**src/rtl/redmule_mx_pkg.sv**
```systemverilog
// Shared constants and types for the MX (E4M3 + E8M0) to FP16 decoder.
package redmule_mx_pkg;

  // Field layout of the narrow input and wide output formats
  localparam int E4M3_EXP_W = 4;
  localparam int E4M3_MAN_W = 3;
  localparam int FP16_EXP_W = 5;
  localparam int FP16_MAN_W = 10;

  // Exponent biases
  localparam int E4M3_BIAS = 7;
  localparam int FP16_BIAS = 15;
  localparam int E8M0_BIAS = 127;

  // Largest finite FP16 biased exponent
  localparam int FP16_EXP_MAX = 30;

  // Special encodings
  localparam logic [7:0]  E8M0_NAN    = 8'hFF;
  localparam logic [6:0]  FP8_NAN_MAG = 7'h7F;
  localparam logic [15:0] FP16_QNAN   = 16'h7E00;
  localparam logic [15:0] FP16_INF    = 16'h7C00;

  // Decoder FSM
  typedef enum logic [0:0] {
    MX_IDLE = 1'b0,
    MX_SEND = 1'b1
  } mx_state_e;

endpackage

```
**src/rtl/redmule_mx_fp8_to_fp16.sv**
```systemverilog
// Single-element E4M3 -> FP16 converter, scaled by an E8M0 shared exponent.
// Purely combinational; FP16 subnormal results are flushed to signed zero.
module redmule_mx_fp8_to_fp16
  import redmule_mx_pkg::*;
(
  input  logic [7:0]  fp8,
  input  logic [7:0]  exp,
  output logic [15:0] fp16
);

  // Combined bias adjustment: -E4M3 bias + FP16 bias - E8M0 bias
  localparam logic signed [10:0] EXP_OFS = 11'(FP16_BIAS - E4M3_BIAS - E8M0_BIAS);

  logic                            sign;
  logic [E4M3_EXP_W-1:0]           e8;
  logic [E4M3_MAN_W-1:0]           man;
  logic [E4M3_MAN_W-1:0]           frac;
  logic signed [10:0]              e8_eff;
  logic signed [10:0]              res_e;
  logic                            is_nan;
  logic                            is_zero;

  // Decode fields, normalise FP8 subnormals, rebias, then resolve specials
  always_comb begin
    sign    = fp8[7];
    e8      = fp8[6:3];
    man     = fp8[2:0];
    is_nan  = (fp8[6:0] == FP8_NAN_MAG) || (exp == E8M0_NAN);
    is_zero = (e8 == '0) && (man == '0);
    e8_eff  = {7'b0, e8};
    frac    = man;
    // Subnormal: value = man * 2^-9; move the leading one into the hidden bit
    if (e8 == '0) begin
      if (man[2]) begin
        e8_eff = 11'sd0;
        frac   = {man[1:0], 1'b0};
      end else if (man[1]) begin
        e8_eff = -11'sd1;
        frac   = {man[0], 2'b0};
      end else begin
        e8_eff = -11'sd2;
        frac   = 3'b0;
      end
    end
    res_e = e8_eff + EXP_OFS + $signed({3'b0, exp});

    if (is_nan) begin
      fp16 = FP16_QNAN;
    end else if (is_zero) begin
      fp16 = {sign, 15'b0};
    end else if (res_e > 11'(FP16_EXP_MAX)) begin
      fp16 = {sign, FP16_INF[14:0]};
    end else if (res_e < 11'sd1) begin
      fp16 = {sign, 15'b0};
    end else begin
      fp16 = {sign, res_e[FP16_EXP_W-1:0], frac, {(FP16_MAN_W-E4M3_MAN_W){1'b0}}};
    end
  end

endmodule

```
**src/rtl/redmule_mx_decoder_w.sv**
```systemverilog
// MX block decoder: captures one FP8 value block plus its per-group E8M0
// exponents, then streams NUM_GROUPS beats of NUM_LANES FP16 elements.
//
// Handshakes: a transfer happens on a rising edge where valid and ready are
// both 1. The two input channels are joined: a block is taken only when both
// valids are high together while idle. Output valid/data hold steady until
// fp16_ready_i is seen high.
module redmule_mx_decoder_w
  import redmule_mx_pkg::*;
#(
  parameter int DATA_W    = 256,
  parameter int BITW      = 16,
  parameter int NUM_LANES = 8
) (
  input  logic                      clk_i,
  input  logic                      rst_i,
  input  logic                      mx_val_valid_i,
  output logic                      mx_val_ready_o,
  input  logic [DATA_W-1:0]         mx_val_data_i,
  input  logic                      mx_exp_valid_i,
  output logic                      mx_exp_ready_o,
  input  logic [NUM_LANES*8-1:0]    mx_exp_data_i,
  output logic                      fp16_valid_o,
  input  logic                      fp16_ready_i,
  output logic [NUM_LANES*BITW-1:0] fp16_data_o
);

  localparam int NUM_ELEMS  = DATA_W / 8;
  localparam int NUM_GROUPS = NUM_ELEMS / NUM_LANES;
  localparam int GW         = (NUM_GROUPS > 1) ? $clog2(NUM_GROUPS) : 1;
  localparam int GRP_BITS   = NUM_LANES * 8;
  localparam int EXP_BITS   = NUM_LANES * 8;

  // Reject configurations the datapath cannot represent
  if ((NUM_ELEMS % NUM_LANES) != 0 || BITW != 16 || NUM_GROUPS > NUM_LANES) begin : g_bad_cfg
    $error("redmule_mx_decoder_w: illegal DATA_W/NUM_LANES/BITW combination");
  end

  mx_state_e           state_q, state_d;
  logic [GW-1:0]       grp_q, grp_d;
  logic [DATA_W-1:0]   val_q, val_d;
  logic [EXP_BITS-1:0] exp_q, exp_d;

  logic [GRP_BITS-1:0]         grp_val;
  logic [7:0]                  grp_exp;
  logic [NUM_LANES*BITW-1:0]   conv_data;

  // Next-state: join the two input channels, then walk the groups under backpressure
  always_comb begin
    state_d = state_q;
    grp_d   = grp_q;
    val_d   = val_q;
    exp_d   = exp_q;
    case (state_q)
      MX_IDLE: begin
        if (mx_val_valid_i && mx_exp_valid_i) begin
          val_d   = mx_val_data_i;
          exp_d   = mx_exp_data_i;
          grp_d   = '0;
          state_d = MX_SEND;
        end
      end
      MX_SEND: begin
        if (fp16_ready_i) begin
          if (grp_q == GW'(NUM_GROUPS - 1)) begin
            grp_d   = '0;
            state_d = MX_IDLE;
          end else begin
            grp_d = grp_q + 1'b1;
          end
        end
      end
      default: state_d = MX_IDLE;
    endcase
  end

  // State and captured block registers; reset clears everything
  always_ff @(posedge clk_i) begin
    if (rst_i) begin
      state_q <= MX_IDLE;
      grp_q   <= '0;
      val_q   <= '0;
      exp_q   <= '0;
    end else begin
      state_q <= state_d;
      grp_q   <= grp_d;
      val_q   <= val_d;
      exp_q   <= exp_d;
    end
  end

  // Select the current group's elements and shared exponent
  always_comb begin
    grp_val = '0;
    grp_exp = '0;
    for (int g = 0; g < NUM_GROUPS; g++) begin
      if (grp_q == GW'(g)) begin
        grp_val = val_q[g*GRP_BITS +: GRP_BITS];
        grp_exp = exp_q[g*8 +: 8];
      end
    end
  end

  for (genvar l = 0; l < NUM_LANES; l++) begin : g_lane
    redmule_mx_fp8_to_fp16 u_conv (
      .fp8  (grp_val[l*8 +: 8]),
      .exp  (grp_exp),
      .fp16 (conv_data[l*BITW +: BITW])
    );
  end

  assign mx_val_ready_o = (state_q == MX_IDLE);
  assign mx_exp_ready_o = (state_q == MX_IDLE);
  assign fp16_valid_o   = (state_q == MX_SEND);
  assign fp16_data_o    = (state_q == MX_SEND) ? conv_data : '0;

endmodule

```
**config.mk**
```make
export PLATFORM = sky130hd
export DESIGN_NAME = redmule_mx_decoder_w
export DESIGN_NICKNAME = d
export VERILOG_FILES = /design/src/rtl/redmule_mx_pkg.sv /design/src/rtl/redmule_mx_fp8_to_fp16.sv /design/src/rtl/redmule_mx_decoder_w.sv
export SDC_FILE = /design/constraint.sdc
export NUM_CORES = 1
export LEC_CHECK = 0
export CORE_MARGIN = 1.5
export CORE_UTILIZATION = 35
export CTS_BUF_LIST = sky130_fd_sc_hd__clkbuf_4
export DETAILED_ROUTE_END_ITERATION = 8
export MAX_ROUTING_LAYER = met4
export SLEW_MARGIN = 25
export SYNTH_ARGS = -nofsm -noshare
export SYNTH_HDL_FRONTEND = slang
export SYNTH_SLANG_ARGS = --single-unit
export TNS_END_PERCENT = 10
```
**constraint.sdc**
```tcl
create_clock -name clk_i -period 10.7 [get_ports clk_i]
set_input_delay 1.605 -clock clk_i [delete_from_list [all_inputs] [get_ports clk_i]]
set_output_delay 1.605 -clock clk_i [all_outputs]
set_load 0.01 [all_outputs]
```
# Yosys cells after proc, flatten, opt, wreduce, memory -nomap -nowiden
# Cells that the tools add are included.
word_totals:
  ff_bits: 291
  inputBits: 325
  output_inout_bits: 131
classes:
  n_addsub: 17
  order_cmp: 16
  n_eq_ne: 14
  muxes: 97
  bitwise: 1
  n_reduce_logical: 36
ops:
  columns: ["operator", "count"]
  rows:
  - ["$mux 15", 24]
  - ["$mux 64", 4]
  - ["$mux 11", 16]
  - ["$mux 128", 1]
  - ["$mux 16", 8]
  - ["$add 11x8->11 const B", 8]
  - ["$add 11x9->11", 8]
  - ["$gt 11x6->1 const B", 8]
  - ["$lt 11x2->1 const B", 8]
  - ["$mux 3", 24]
  - ["$eq 7x7->1 const B", 8]
  - ["$logic_not 4->1", 8]
  - ["$mux 8", 4]
  - ["$logic_not 3->1", 8]
  - ["$mux 1", 11]
  - ["$logic_and 1x1->1", 9]
  - ["$eq 8x8->1 const B", 1]
  - ["$logic_or 1x1->1", 8]
  - ["$mux 2", 3]
  - ["$eq 2x2->1 const B", 2]
  - ["$pmux 2 s2", 1]
  - ["$reduce_and 2->1", 2]
  - ["$add 2x1->2 const B", 1]
  - ["$eq 2x1->1 const B", 1]
  - ["5 further kinds", 5]

# Depth between registers and ports, before layout
depth:
  ltp_word: 16
  mapped_depth: 25
  depth_no_buf: 21

# Cells and area by module
# Synthesis repeated with hierarchy kept, for this count alone.
hier_totals:
  cells_unflattened: 2734
  area_unflattened_um2: 20143.1
modules_own_cells:
  columns: ["module", "instances", "cells_per_inst", "area_per_inst_um2", "seq_area_each_um2"]
  rows:
  - ["redmule_mx_decoder_w", 1, 1822, 13553.0, 5825.6]
  - ["redmule_mx_fp8_to_fp16 (g_lane[0].u_conv ...)", 5, 114, 808.3, 0.0]
  - ["redmule_mx_fp8_to_fp16 (g_lane[5].u_conv ...)", 3, 114, 849.6, 0.0]

# Least setup slack after synthesis
# No wires, ideal clock.
synth_timing:
  path_type: "reg2out"
  startpoint: "reg grp_q[1]"
  endpoint: "out fp16_data_o[88]"
  t_arrival_ns: 4.863
  t_required_ns: 9.095
  path_slack_ns: 4.232
  path_stages_with_launch: 26
  path_buffers: 7
  cell_sequence: "dfxtp_1 inv_1 ha_1 buf_2 buf_4 buf_12 buf_4 buf_2 buf_4 clkbuf_1 nor2_1 a21oi_1 o21ai_0 mux2i_1 ha_1 inv_1 ha_1 inv_1 fa_1 nand2b_1 o2bb2ai_1 nor3_1 mux2i_1 o311a_1 or3b_2 nor4b_1"
synth_via:
  elab_chain_len: 16
  word_cells_on_any_way: 32
  classes_between: "add/sub: 2; order compare: 2; eq/ne: 5; mux: 18; reduce/logical: 5"
synth_rtl:
  columns: ["item", "line_no", "source"]
  rows:
  - ["start, declared", "redmule_mx_decoder_w.sv:40", "logic [GW-1:0] grp_q, grp_d;"]
  - ["start signal, assigned", "redmule_mx_decoder_w.sv:86", "grp_q <= grp_d;"]
  - ["$logic_not 2->1", "redmule_mx_decoder_w.sv:97", "if (grp_q == GW'(g)) begin"]
  - ["$mux 64 (4 in a row)", "redmule_mx_decoder_w.sv:97", null]
  - ["$mux 1", "redmule_mx_fp8_to_fp16.sv:37", "end else if (man[1]) begin"]
  - ["$mux 11", "redmule_mx_fp8_to_fp16.sv:34", "if (man[2]) begin"]
  - ["$mux 11", "redmule_mx_fp8_to_fp16.sv:33", "if (e8 == '0) begin"]
  - ["$add 11x8->11", "redmule_mx_fp8_to_fp16.sv:45", "res_e = e8_eff + EXP_OFS + $signed({3'b0, exp});"]
  - ["$add 11x9->11", "redmule_mx_fp8_to_fp16.sv:45", null]
  - ["$lt 11x2->1", "redmule_mx_fp8_to_fp16.sv:53", "end else if (res_e < 11'sd1) begin"]
  - ["$mux 15", "redmule_mx_fp8_to_fp16.sv:53", null]
  - ["$mux 15", "redmule_mx_fp8_to_fp16.sv:51", "end else if (res_e > 11'(FP16_EXP_MAX)) begin"]
  - ["$mux 15", "redmule_mx_fp8_to_fp16.sv:49", "end else if (is_zero) begin"]
  - ["$mux 16 *", "redmule_mx_fp8_to_fp16.sv:47", "if (is_nan) begin"]
  - ["$mux 128 *", "redmule_mx_decoder_w.sv:115", "assign fp16_data_o = (state_q == MX_SEND) ? conv_data : '0;"]
  - ["end, declared", "redmule_mx_decoder_w.sv:25", "output logic [NUM_LANES*BITW-1:0] fp16_data_o"]
# Every way passes the cells marked *; elsewhere a longest branch is shown, timed or not.

# Worst setup path in the final report
layout_timing:
  startpoint: "reg grp_q[0]"
  endpoint: "out fp16_data_o[88]"
# Same word-level chain as after synthesis.

==> impl_results.md <==
* Status: completed
* Clock transition at the registers of the reported paths at about 0.070 ns
* Ratio of final minimum period to clock period at 0.872
* Layout Cells excl Fill at 3737
* Residual DRC at 0
* Chip width at between 200 and 250 microns
* Reg2reg start: fp16_valid_o$_SDFF_PP0_
* Initial antenna violation count at 9
* Die Area at 56500 sq um
* VDD IR max at ~0.054 mV
* Hold WS at 0.450 ns
* Top-area cell type share of the netlist area at 0.302
* CP Cell Sequence: inv_1 > ha_4 > inv_6 > o31ai_1 > a31oi_1 > nor3_2 > nand2b_1 > inv_2 > a21oi_1 > ha_1 > inv_1 > ha_1 > inv_1 > fa_1 > nand2b_1 > o2bb2ai_1 > nor3_1 > mux2i_1 > o311a_1 > or3b_2 > nor4b_1 > clkdlybuf4s50_1
* WP data required at around 9.1 ns
* Hold Crit Class: reg2reg
* Hpwl dp at 52.6 mm
* R2R setup slack at 7.12 ns
* Power Total at 3.27 mW
* Slew headroom at 0.224
* Final WL at ~72 mm
* DP Area at between 20000 and 25000 sq um
* Die Y at 238 microns
* Synth Area per Inst at 7.24 sq um
* Clock Skew at roughly 0.043 ns
* Port bufs at between 300 and 400
* First-pass GRT wire length at between 100 and 150 mm
* Pre-CTS WS at approximately 2.4 ns
* Root Buffer: clkbuf_4
* Register-to-Register Path Depth at 8
* Initial DRC Count at ~1800
* Syn-to-layout area delta at 25.4%
* Initial Util at 0.356
* Critical Path End Type: output pin
* Vias per cell at about 5.4
* Inst Count DP at between 3000 and 4000
* Worst EP arrival at ~7.7 ns
* Post-Synthesis Cells at between 2000 and 3000
* Tightest Pin Transition at around 1.2 ns
* Ys Warns at 0
* Critical path type: reg2out
* Leakage at around 9.2 nW
* Count of final setup violators at 0
* CTS tree: done
* Cell Pwr Density at 135 nW/um^2
* RSZ-0062 raised after global routing: false
* Routed Antenna Nets at 0
* Tmin final at ~9.3 ns
* Crit-path slowest cell: o31ai_1
* Layout Utilization at 0.447
* Synth top cells by count: nand2_1, a21oi_1, dfxtp_1, nor2_1, ha_1
* Slew Viols, Final at 0
* Count leader, synth: nand2_1
* Synth cell types at roughly 100
* Yosys top cell by area: dfxtp_1
* Sequential-to-total area share from yosys stat at 0.302
* Total Routing Usage GR at 0.254
* Fmax at about 110 MHz
* Largest net degree at the start of global routing at 208
* Largest cells by area after synthesis: dfxtp_1, nand2_1, a21oi_1
* CP peak stage delay at 0.79 ns
* Worst-path maximum fanout at 24
* Row cnt at 85
* CP Launch Point: grp_q[0]$_SDFFE_PP0P_
* Post CTS Setup Buffer Count at 0
* #FFs+latches synth at about 290
* Drt first pass iters at 8
* Worst path depth at 22
* Setup_tns at 0 ns
* Top Ports at about 460
* Mapped cell area at between 15000 and 20000 sq um
* Hold Fails Final Rpt at 0
* CTS Hold Bufs at 0
* Cell mode on critical path: inv_1
* Fill cells at 5566
* Grt total ovfl at 0
* Clock sink count at about 290
* Core Box Area at 54100 sq um
* Worst-Skew Late Latency at approximately 0.83 ns
* Max Cap Violations at 0
* Ys flop type: dfxtp_1
* Ys async rst share at 0
* Vias in the first global route at between 15000 and 20000
* Buf/Inv on CP at 6
* DR vias at ~20000
* Cells on Worst Hold Path at 2
* PnR worst setup slack at about 1.4 ns
* Crit-path leading delay family: simple AND/OR/NAND/NOR gates
* H-tree levels at 3
* WL per Instance at ~19 microns
* CTS buffer count at 84
* Routability cong. at 0.933
* Nets at approximately 3400
* Post-synth EDFFs at 0
* Clock buffer depth at 3
* Post-route cell area at 24200 sq um
* Hold Path Origin: val_q[203]$_SDFFE_PP0P_
* CP Launch Type: flop
* CTS resizes at 0
* Layout cells sized above 1 at 0.0792
## metal layers
metal  track usage  vias up  wire length, microns
li1              -     9723                     -
met4        0.0784        0                  1590
met3        0.0468       91                  5390
met5             -        -                     0
met1         0.354     9462                 33900
met2         0.369      749                 30800
## worst register-to-register path, delay by kind of cell (launching register included)
kind	cells	cell delay (ns)
buf+inv	5	2.48
simple gates	2	0.46
flops	1	0.37
compound gates	1	0.17
## power breakdown
group          total [mW]  internal (mW)  switching [mW]
Sequential           1.16           1.14          0.0271
Clock                1.12          0.609           0.509
Combinational       0.989          0.412           0.577
Total                3.27           2.16            1.11
## sequential cells by signal (all words and copies together) (netlist names)
register      cells
fp16_valid_o      1
exp_q            32
grp_q             2
val_q           256
## final cells by class
class | instances | area (sq um) | share of cell area
Antenna cell | 9 | 22.5 | 0.000932
Clock buffer | 133 | 998 | 0.0413
Clock inverter | 16 | 125 | 0.00518
Inverter | 115 | 438 | 0.0181
Multi-Input combinational cell | 2086 | 12000 | 0.497
Sequential cell | 291 | 5830 | 0.241
Tap cell | 696 | 871 | 0.0360
Timing Repair Buffer | 391 | 3870 | 0.160
## cell usage in the layout, fill, tap and decap left out, drive strengths merged, types with 56 or more instances in the layout
master,count
conb,56
o21ai,76
clkdlybuf4s50,366
clkbuf,133
a21oi,397
ha,108
inv,114
nor2,124
dfxtp,291
nand2,747
## path summary, 6_finish.rpt
check | to
hold reg to reg | val_q[203]$_SDFFE_PP0P_
setup reg to reg | val_q[129]$_SDFFE_PP0P_
hold / removal | val_q[203]$_SDFFE_PP0P_
setup / recovery | fp16_data_o[88]
## logic make-up (layout without fill, tap and decap cells)
kind of cell | Yosys count | in the layout | share of synthesized area
adder cells (fa/ha/maj) | 124 | 124 | 0.0867
AO/OA/AOI/OAI | 739 | 739 | 0.239
AND/OR/NAND/NOR | 1111 | 1111 | 0.256
XOR/XNOR | 37 | 37 | 0.0168
other | 1 | 65 | 0.000194
buffers and inverters | 343 | 655 | 0.0886
multiplexers | 19 | 19 | 0.0102
flip-flops | 291 | 291 | 0.302
No activity file was read; power rests on OpenSTA's default activity.
